==> config.mk <==
export PLATFORM = sky130hd
export DESIGN_NAME = spike_tally
export DESIGN_NICKNAME = d
export VERILOG_FILES = /design/src/rtl/spike_tally.sv
export SDC_FILE = /design/constraint.sdc
export NUM_CORES = 1
export LEC_CHECK = 0
export BUFFER_PORTS_ARGS = -buffer_cell sky130_fd_sc_hd__buf_2
export CAP_MARGIN = 0
export CELL_PAD_IN_SITES_DETAIL_PLACEMENT = 1
export CELL_PAD_IN_SITES_GLOBAL_PLACEMENT = 2
export CORE_MARGIN = 4
export CORE_UTILIZATION = 42
export DETAILED_ROUTE_END_ITERATION = 12
export HOLD_SLACK_MARGIN = 0.06
export PLACE_DENSITY = 0.92
export SLEW_MARGIN = 20
export SYNTH_ARGS = -nofsm -noshare
export SYNTH_HDL_FRONTEND = slang
export SYNTH_SLANG_ARGS = --single-unit
==> constraint.sdc <==
create_clock -name i_clk -period 8.5 [get_ports i_clk]
set_clock_uncertainty 0.1 [all_clocks]
set_input_delay 2.125 -clock i_clk [delete_from_list [all_inputs] [get_ports i_clk]]
set_output_delay 2.125 -clock i_clk [all_outputs]
set_load 0.01 [all_outputs]
==> src/rtl/spike_tally.sv <==
// Windowed per-neuron spike counter with a sequential argmax over the counts.
// The winning class, its count and the spike total are held on a valid/ready port.
module spike_tally #(
    parameter int unsigned p_n         = 8,
    parameter int unsigned p_cnt_width = 8,
    parameter int unsigned p_win_width = 16
) (
    input  logic                     i_clk,
    input  logic                     i_rst,
    input  logic [p_n:1]             i_spike,
    input  logic                     i_start,
    input  logic [p_win_width-1:0]   i_window,
    output logic                     o_busy,
    output logic                     o_valid,
    input  logic                     i_ready,
    output logic [3:0]               o_class,
    output logic [p_cnt_width-1:0]   o_count,
    output logic [p_cnt_width+2:0]   o_total
);

    localparam int unsigned TOT_W = p_cnt_width + 3;
    localparam int unsigned IDX_W = $clog2(p_n);
    localparam logic [p_cnt_width-1:0] CNT_MAX = '1;

    typedef enum logic [1:0] {S_IDLE, S_COUNT, S_RESOLVE, S_HOLD} state_t;

    state_t                  state_q, state_d;
    logic [p_cnt_width-1:0]  cnt_q [p_n];
    logic [p_cnt_width-1:0]  cnt_d [p_n];
    logic [p_win_width-1:0]  win_q, win_d;
    logic [IDX_W-1:0]        idx_q, idx_d;
    logic [3:0]              best_idx_q, best_idx_d;
    logic [p_cnt_width-1:0]  best_cnt_q, best_cnt_d;
    logic [TOT_W-1:0]        acc_q, acc_d;
    logic                    busy_q, busy_d;
    logic                    valid_q, valid_d;
    logic [3:0]              class_q, class_d;
    logic [p_cnt_width-1:0]  count_q, count_d;
    logic [TOT_W-1:0]        total_q, total_d;
    logic [p_n-1:0]          spike_v;

    assign spike_v = i_spike;

    always_comb begin
        state_d    = state_q;
        cnt_d      = cnt_q;
        win_d      = win_q;
        idx_d      = idx_q;
        best_idx_d = best_idx_q;
        best_cnt_d = best_cnt_q;
        acc_d      = acc_q;
        busy_d     = busy_q;
        valid_d    = valid_q;
        class_d    = class_q;
        count_d    = count_q;
        total_d    = total_q;

        case (state_q)
            S_IDLE: begin
                if (i_start) begin
                    state_d = S_COUNT;
                    busy_d  = 1'b1;
                    for (int unsigned k = 0; k < p_n; k++) cnt_d[k] = '0;
                    // A zero-length window still counts one cycle.
                    win_d = (i_window == '0) ? p_win_width'(1) : i_window;
                end
            end
            S_COUNT: begin
                for (int unsigned k = 0; k < p_n; k++) begin
                    if (spike_v[k] && (cnt_q[k] != CNT_MAX)) begin
                        cnt_d[k] = cnt_q[k] + p_cnt_width'(1);
                    end
                end
                win_d = win_q - p_win_width'(1);
                if (win_q == p_win_width'(1)) begin
                    state_d    = S_RESOLVE;
                    idx_d      = '0;
                    best_idx_d = '0;
                    best_cnt_d = '0;
                    acc_d      = '0;
                end
            end
            S_RESOLVE: begin
                // Strictly-greater replacement keeps the lowest index on ties.
                acc_d = acc_q + TOT_W'(cnt_q[idx_q]);
                if (cnt_q[idx_q] > best_cnt_q) begin
                    best_cnt_d = cnt_q[idx_q];
                    best_idx_d = 4'(idx_q) + 4'd1;
                end
                idx_d = idx_q + IDX_W'(1);
                if (idx_q == IDX_W'(p_n - 1)) begin
                    state_d = S_HOLD;
                    valid_d = 1'b1;
                    class_d = best_idx_d;
                    count_d = best_cnt_d;
                    total_d = acc_d;
                end
            end
            S_HOLD: begin
                if (i_ready) begin
                    state_d = S_IDLE;
                    valid_d = 1'b0;
                    busy_d  = 1'b0;
                end
            end
            default: begin
                state_d = S_IDLE;
                busy_d  = 1'b0;
                valid_d = 1'b0;
            end
        endcase
    end

    always_ff @(posedge i_clk or posedge i_rst) begin
        if (i_rst) begin
            state_q    <= S_IDLE;
            for (int unsigned k = 0; k < p_n; k++) cnt_q[k] <= '0;
            win_q      <= '0;
            idx_q      <= '0;
            best_idx_q <= '0;
            best_cnt_q <= '0;
            acc_q      <= '0;
            busy_q     <= 1'b0;
            valid_q    <= 1'b0;
            class_q    <= '0;
            count_q    <= '0;
            total_q    <= '0;
        end else begin
            state_q    <= state_d;
            cnt_q      <= cnt_d;
            win_q      <= win_d;
            idx_q      <= idx_d;
            best_idx_q <= best_idx_d;
            best_cnt_q <= best_cnt_d;
            acc_q      <= acc_d;
            busy_q     <= busy_d;
            valid_q    <= valid_d;
            class_q    <= class_d;
            count_q    <= count_d;
            total_q    <= total_d;
        end
    end

    assign o_busy  = busy_q;
    assign o_valid = valid_q;
    assign o_class = class_q;
    assign o_count = count_q;
    assign o_total = total_q;

endmodule

# == Yosys cells after proc, flatten, opt, wreduce, memory -nomap -nowiden ==
# Index checks and enable logic that the tools add are counted.
# totals
word_cells,123
ramBits,0
ff_bits,133
latchBits,0
in_bits,28
output_inout_bits,25
mem_bits_ro,0
memories,0
# op_classes
order_cmp,2
multipliers,0
n_mux,36
reduce_logical,28
div,0
n_eq_ne,25
addsub,12
shift,0
bitwise_logic,1
# op_table
op,n
one-hot mux 64 bit (2 select lines),1
two-way mux 8 bit,12
adder 8 x 1 -> 8 bit (second input constant),8
two-way mux 64 bit,1
!= test 8 bit (second input constant),8
two-way mux 16 bit,2
one-hot mux 16 bit (2 select lines),1
AND reduction 3 bit,10
binary-select mux 8 bit (select 3 bit),1
!= test 2 bit (second input constant),12
one-hot mux 11 bit (2 select lines),1
equality test 16 x 1 -> 1 bit (second input constant),1
zero test 16 bit,1
one-hot mux 8 bit (2 select lines),1
subtractor 16 x 1 -> 16 bit (second input constant),1
adder 11 x 8 -> 11 bit,1
two-way mux 11 bit,1
> comparator 8 bit,1
logical AND 1 bit,8
two-way mux 2 bit,4
two-way mux 4 bit,2
one-hot mux 2 bit (4 select lines),1
one-hot mux 4 bit (2 select lines),1
nonzero test 2 bit,4
other kinds (14),20

# == Logic depth before layout (Yosys ltp) ==
# depth
word_depth,7
depth_mapped,13
ltp_nobuf,11

# == Worst setup path after synthesis ==
# No wires, ideal clock.
# synth_timing
kind,register -> register
from,register idx_q[1]
to,register best_idx_q[3]
required_ps,8274
arrival_time_ps,3516
setup_time_ps,126
path_buffers,4
period_less_slack_ps,3742
stages_incl_launch_ff,14
setup_slack_ps,4758
path_cell_list,dfrtp_1 > clkbuf_1 > clkbuf_1 > mux4_2 > mux2_2 > ha_1 > a211o_1 > a21oi_1 > nor2_1 > or2_2 > buf_2 > and3_1 > buf_2 > a221o_1
# synth_via
elab_chain_cells,7
word_cells_on_any_way,8
classes_between,add/sub (1); order compare (1); mux (5); bitwise (1)
# synth_lines
item,line,rtl
"start, declared",31,"logic [IDX_W-1:0] idx_q, idx_d;"
"start signal, assigned",132,idx_q <= idx_d;
NOT 3 -> 4 bit (not written as such),86,if (cnt_q[idx_q] > best_cnt_q) begin
binary-select mux 8 bit (select 3 bit),86,
two-way mux 8 bit (not written as such) (2 in a row),86,
> comparator 8 bit,86,
two-way mux 4 bit (*),86,
one-hot mux 4 bit (2 select lines) (*),58,case (state_q)
"end signal, assigned",133,best_idx_q <= best_idx_d;
"end, declared",32,"logic [3:0] best_idx_q, best_idx_d;"
# Every way passes the cells marked *; elsewhere a longest branch is shown, timed or not. The select of a mux whose other input is x is not followed.
# A chain may end at the register's enable or synchronous reset.

# == Worst setup path after layout ==
# layout_timing
from,register idx_q[1]
to,register best_cnt_q[5]
# layout_via
elab_chain_cells,7
# layout_lines
item,line,rtl
NOT 3 -> 4 bit (not written as such) (*),"86, 87",
binary-select mux 8 bit (select 3 bit) (*),"86, 87",
two-way mux 8 bit (not written as such) (*) (2 in a row),"86, 87",
> comparator 8 bit,86,
two-way mux 8 bit (*),86,
one-hot mux 8 bit (2 select lines) (*),58,
"end signal, assigned",134,best_cnt_q <= best_cnt_d;
"end, declared",33,"logic [p_cnt_width-1:0] best_cnt_q, best_cnt_d;"
# Marked as above.

==> metrics <==
pin count of the biggest net entering global routing=71; CP max FO=19; Post-DP Area=8269 um^2; commonest non-fill, non-tap cell in the layout=dfrtp_1; final-report hold violation count=0; initial antenna violation count=0; Adder-Cell Fraction of Synth Area=0.05531; iteration-0 DRC count of the detailed router=350; nets=924; Max VDD drop=148.7 uV; clock period minus worst slack=4259 ps; Finished Core Util=0.4866; CP max stage cell=dfrtp_1; yosys warns=0; die area=20880 um^2; DRC viols=0; worst skew pair latency=430 ps; Avg Cell Area, Syn=9.499 um^2; main combinational cell family by area after synthesis=simple AND/OR/NAND/NOR gates; worst-margin pin slew=935.0 ps; root buffer cell=clkbuf_16; Placeable Area=18150 um^2; Slew Viols, Final=0; final-layout fill cell count=2072; Max Fclk=234.8 MHz; crit path cell chain=mux4_2 -> mux2_2 -> ha_1 -> nor2b_1 -> o211ai_1 -> a211oi_2 -> or2_2 -> and3_1 -> a221o_1; post-synthesis mux area share=0.08712; ys async rst share=1.000; Hold/Removal Path Class=reg -> reg; synthesized cell area=7828 um^2; io pins=53; crit path launch type=register; hold buffers post-CTS=0; power per standard cell area=308.6 nW/um^2; Starting Density=0.4313; Post-Synth Simple-Gate Area=0.1757; number of distinct library cells after synthesis=63; CP Data Required Time=8760 ps; die width=144.5 um; syn_nets=886; DR vias=6504; highest cell delay on the worst timing path=860 ps; top_reg_cell synth=dfrtp_1; ant diodes=0; Top delay family on crit path=simple AND/OR/NAND/NOR gates; RD Place Congestion=0.8336; Antenna Nets Post-Route=0; xor/xnor cell area share of the yosys netlist=0.05035; Clock Pin Slew Worst Setup and Hold Paths=60 ps; PortBufs=52; Pwr Total=0.002725 W; compound-gate portion of the synthesized area=0.1691; RSZ-0062 raised after global routing=false; vias per inst=5.897; Max transition margin=0.3767; most frequent cells in the layout=dfrtp_1 (132), nand2_1 (93), nor2_1 (79), o21ai_0 (55), buf_2 (52); post-CTS setup buffer count=0; Final period util=0.5010; CTS tree=built; final instance area=8830 um^2; total gr overflow=0; # rows=49; Longest Clk Path Bufs=2; vias in the first global route=6759; status=finished, final reports clean; GR Util All Layers=0.2181; TritonCTS Buffers=17; first-pass GRT wire length=36000 um; Synth Register Bits=133; Cells after Synth=824; CP Class=reg -> reg; drt wl/cell=19.72 um; Post-Route WL=21750 um; Worst EP arrival=4510 ps; area grow syn2layout=12.80%; leak pwr=3.894 nW; number of synthesized flops with an enable pin=0; hpwl dp=15150 um; Worst setup EP type=register; Sum Neg Setup Slack=0 ps; number of max-cap violations=0; share of cells above drive strength 1=0.1648; htree depth=4; sequential area share after synthesis=0.4252; Resized cells post-CTS=0; crit path buf inv count=0; # setup viols final=0; CTS Sinks=133; TritonRoute pass-1 iters=5; die height=144.5 um
## worst register-to-register path, delay by kind of cell, from the launching register on
kind                       cells  cell delay [ps]
muxes                          2             1000
and+or+nand+nor                3             1020
AOI/OAI and AO/OA              3              900
DFF                            1              860
adders and majority gates      1              310
## synthesized netlist by cell type (3+ instances only)
| cell | number | area share |
|---|---|---|
| clkbuf_1 | 27 | 0.013 |
| mux2i_1 | 13 | 0.017 |
| a31oi_1 | 9 | 0.0072 |
| a21o_1 | 7 | 0.0067 |
| o221ai_1 | 4 | 0.0045 |
| ha_1 | 33 | 0.053 |
| a211oi_1 | 6 | 0.0058 |
| mux4_2 | 16 | 0.046 |
| and2_0 | 7 | 0.0056 |
| nand4_1 | 21 | 0.017 |
| mux2_2 | 17 | 0.024 |
| buf_2 | 5 | 0.0032 |
| o21a_1 | 5 | 0.0048 |
| or3_1 | 6 | 0.0048 |
| xnor2_1 | 20 | 0.022 |
| o211ai_1 | 4 | 0.0038 |
| nand2b_1 | 4 | 0.0032 |
| xor2_1 | 25 | 0.028 |
| o31ai_1 | 5 | 0.0048 |
| inv_1 | 35 | 0.017 |
| o22ai_1 | 18 | 0.014 |
| dfrtp_1 | 133 | 0.43 |
| or2_2 | 4 | 0.0032 |
| buf_1 | 6 | 0.0029 |
| nand2_1 | 93 | 0.045 |
| nor2b_1 | 3 | 0.0024 |
| nor4_1 | 5 | 0.0040 |
| a221o_1 | 9 | 0.012 |
| nor2_1 | 80 | 0.038 |
| o2111ai_1 | 6 | 0.0067 |
| a22o_1 | 7 | 0.0078 |
| a21oi_1 | 39 | 0.025 |
| nor3_1 | 17 | 0.011 |
| nand3_1 | 37 | 0.024 |
| o21ai_0 | 55 | 0.035 |
| and3_1 | 6 | 0.0048 |
| o22a_1 | 7 | 0.0078 |
## cells by family after synthesis
kind of cell,count (synthesis)
fa+ha+maj,34
xor+xnor,45
flops,133
compound gates,198
buf+inv,74
simple gates,294
mux,46
## metal layers
layer  vias to the layer above  global-route usage  part of all wire
met1                      3292              0.3022              0.48
met3                        31             0.04001             0.030
li1                       3072                   -                 -
met5                         -                   0                 0
met4                         0             0.05989             0.018
met2                       109              0.3528              0.48
## metrics by stage
step                std cells  setup WS, ps  hold WS [ps]
floorplan                 824          2721         356.3
global placement         1072          4234         357.9
detailed placement       1072          4063         367.0
CTS                      1103          4037         381.0
global route             1103          4046         401.8
finish                   1103          4241         374.2
## area by class of cell
cell class / instances / area, um^2 / area share
repair buffers: 58 / 305.3 / 0.03458
multi-input cells: 617 / 4213 / 0.4771
clock inverters: 12 / 106.4 / 0.01204
clock buffers: 19 / 452.9 / 0.05130
inverters: 35 / 136.4 / 0.01545
flip-flops and latches: 133 / 3329 / 0.3771
well taps: 229 / 286.5 / 0.03245
## final timing paths
| path | from | endpoint | slack (ps) | cells after the start |
|---|---|---|---|---|
| min in group asynchronous | i_rst | o_valid | 1680 | 2 |
| max | idx_q[1] | best_cnt_q[5] | 4240 | 9 |
| min | o_total[1] | o_total[1] | 370 | 2 |
| max reg2reg | idx_q[1] | best_cnt_q[5] | 4240 | 9 |
| max in group asynchronous | i_rst | idx_q[0] | 5230 | 3 |
| min reg2reg | o_total[1] | o_total[1] | 370 | 2 |
## flip-flops by register name (all words and copies together), names as in the netlist
signal,cells
acc_q,11
o_valid,1
cnt_q,64
win_q,16
o_busy,1
best_idx_q,4
o_total,11
state_q,2
best_cnt_q,8
o_class,4
o_count,8
idx_q,3
## report_power, final
part / leakage (nW) / switching (W) / internal, W
clock: 0.267 / 0.000298 / 0.000415
combinational: 1.84 / 0.000706 / 0.000381
sequential: 1.79 / 0.000179 / 0.000746
total: 3.89 / 0.00118 / 0.00154
Power figures use the tool's default switching activity.
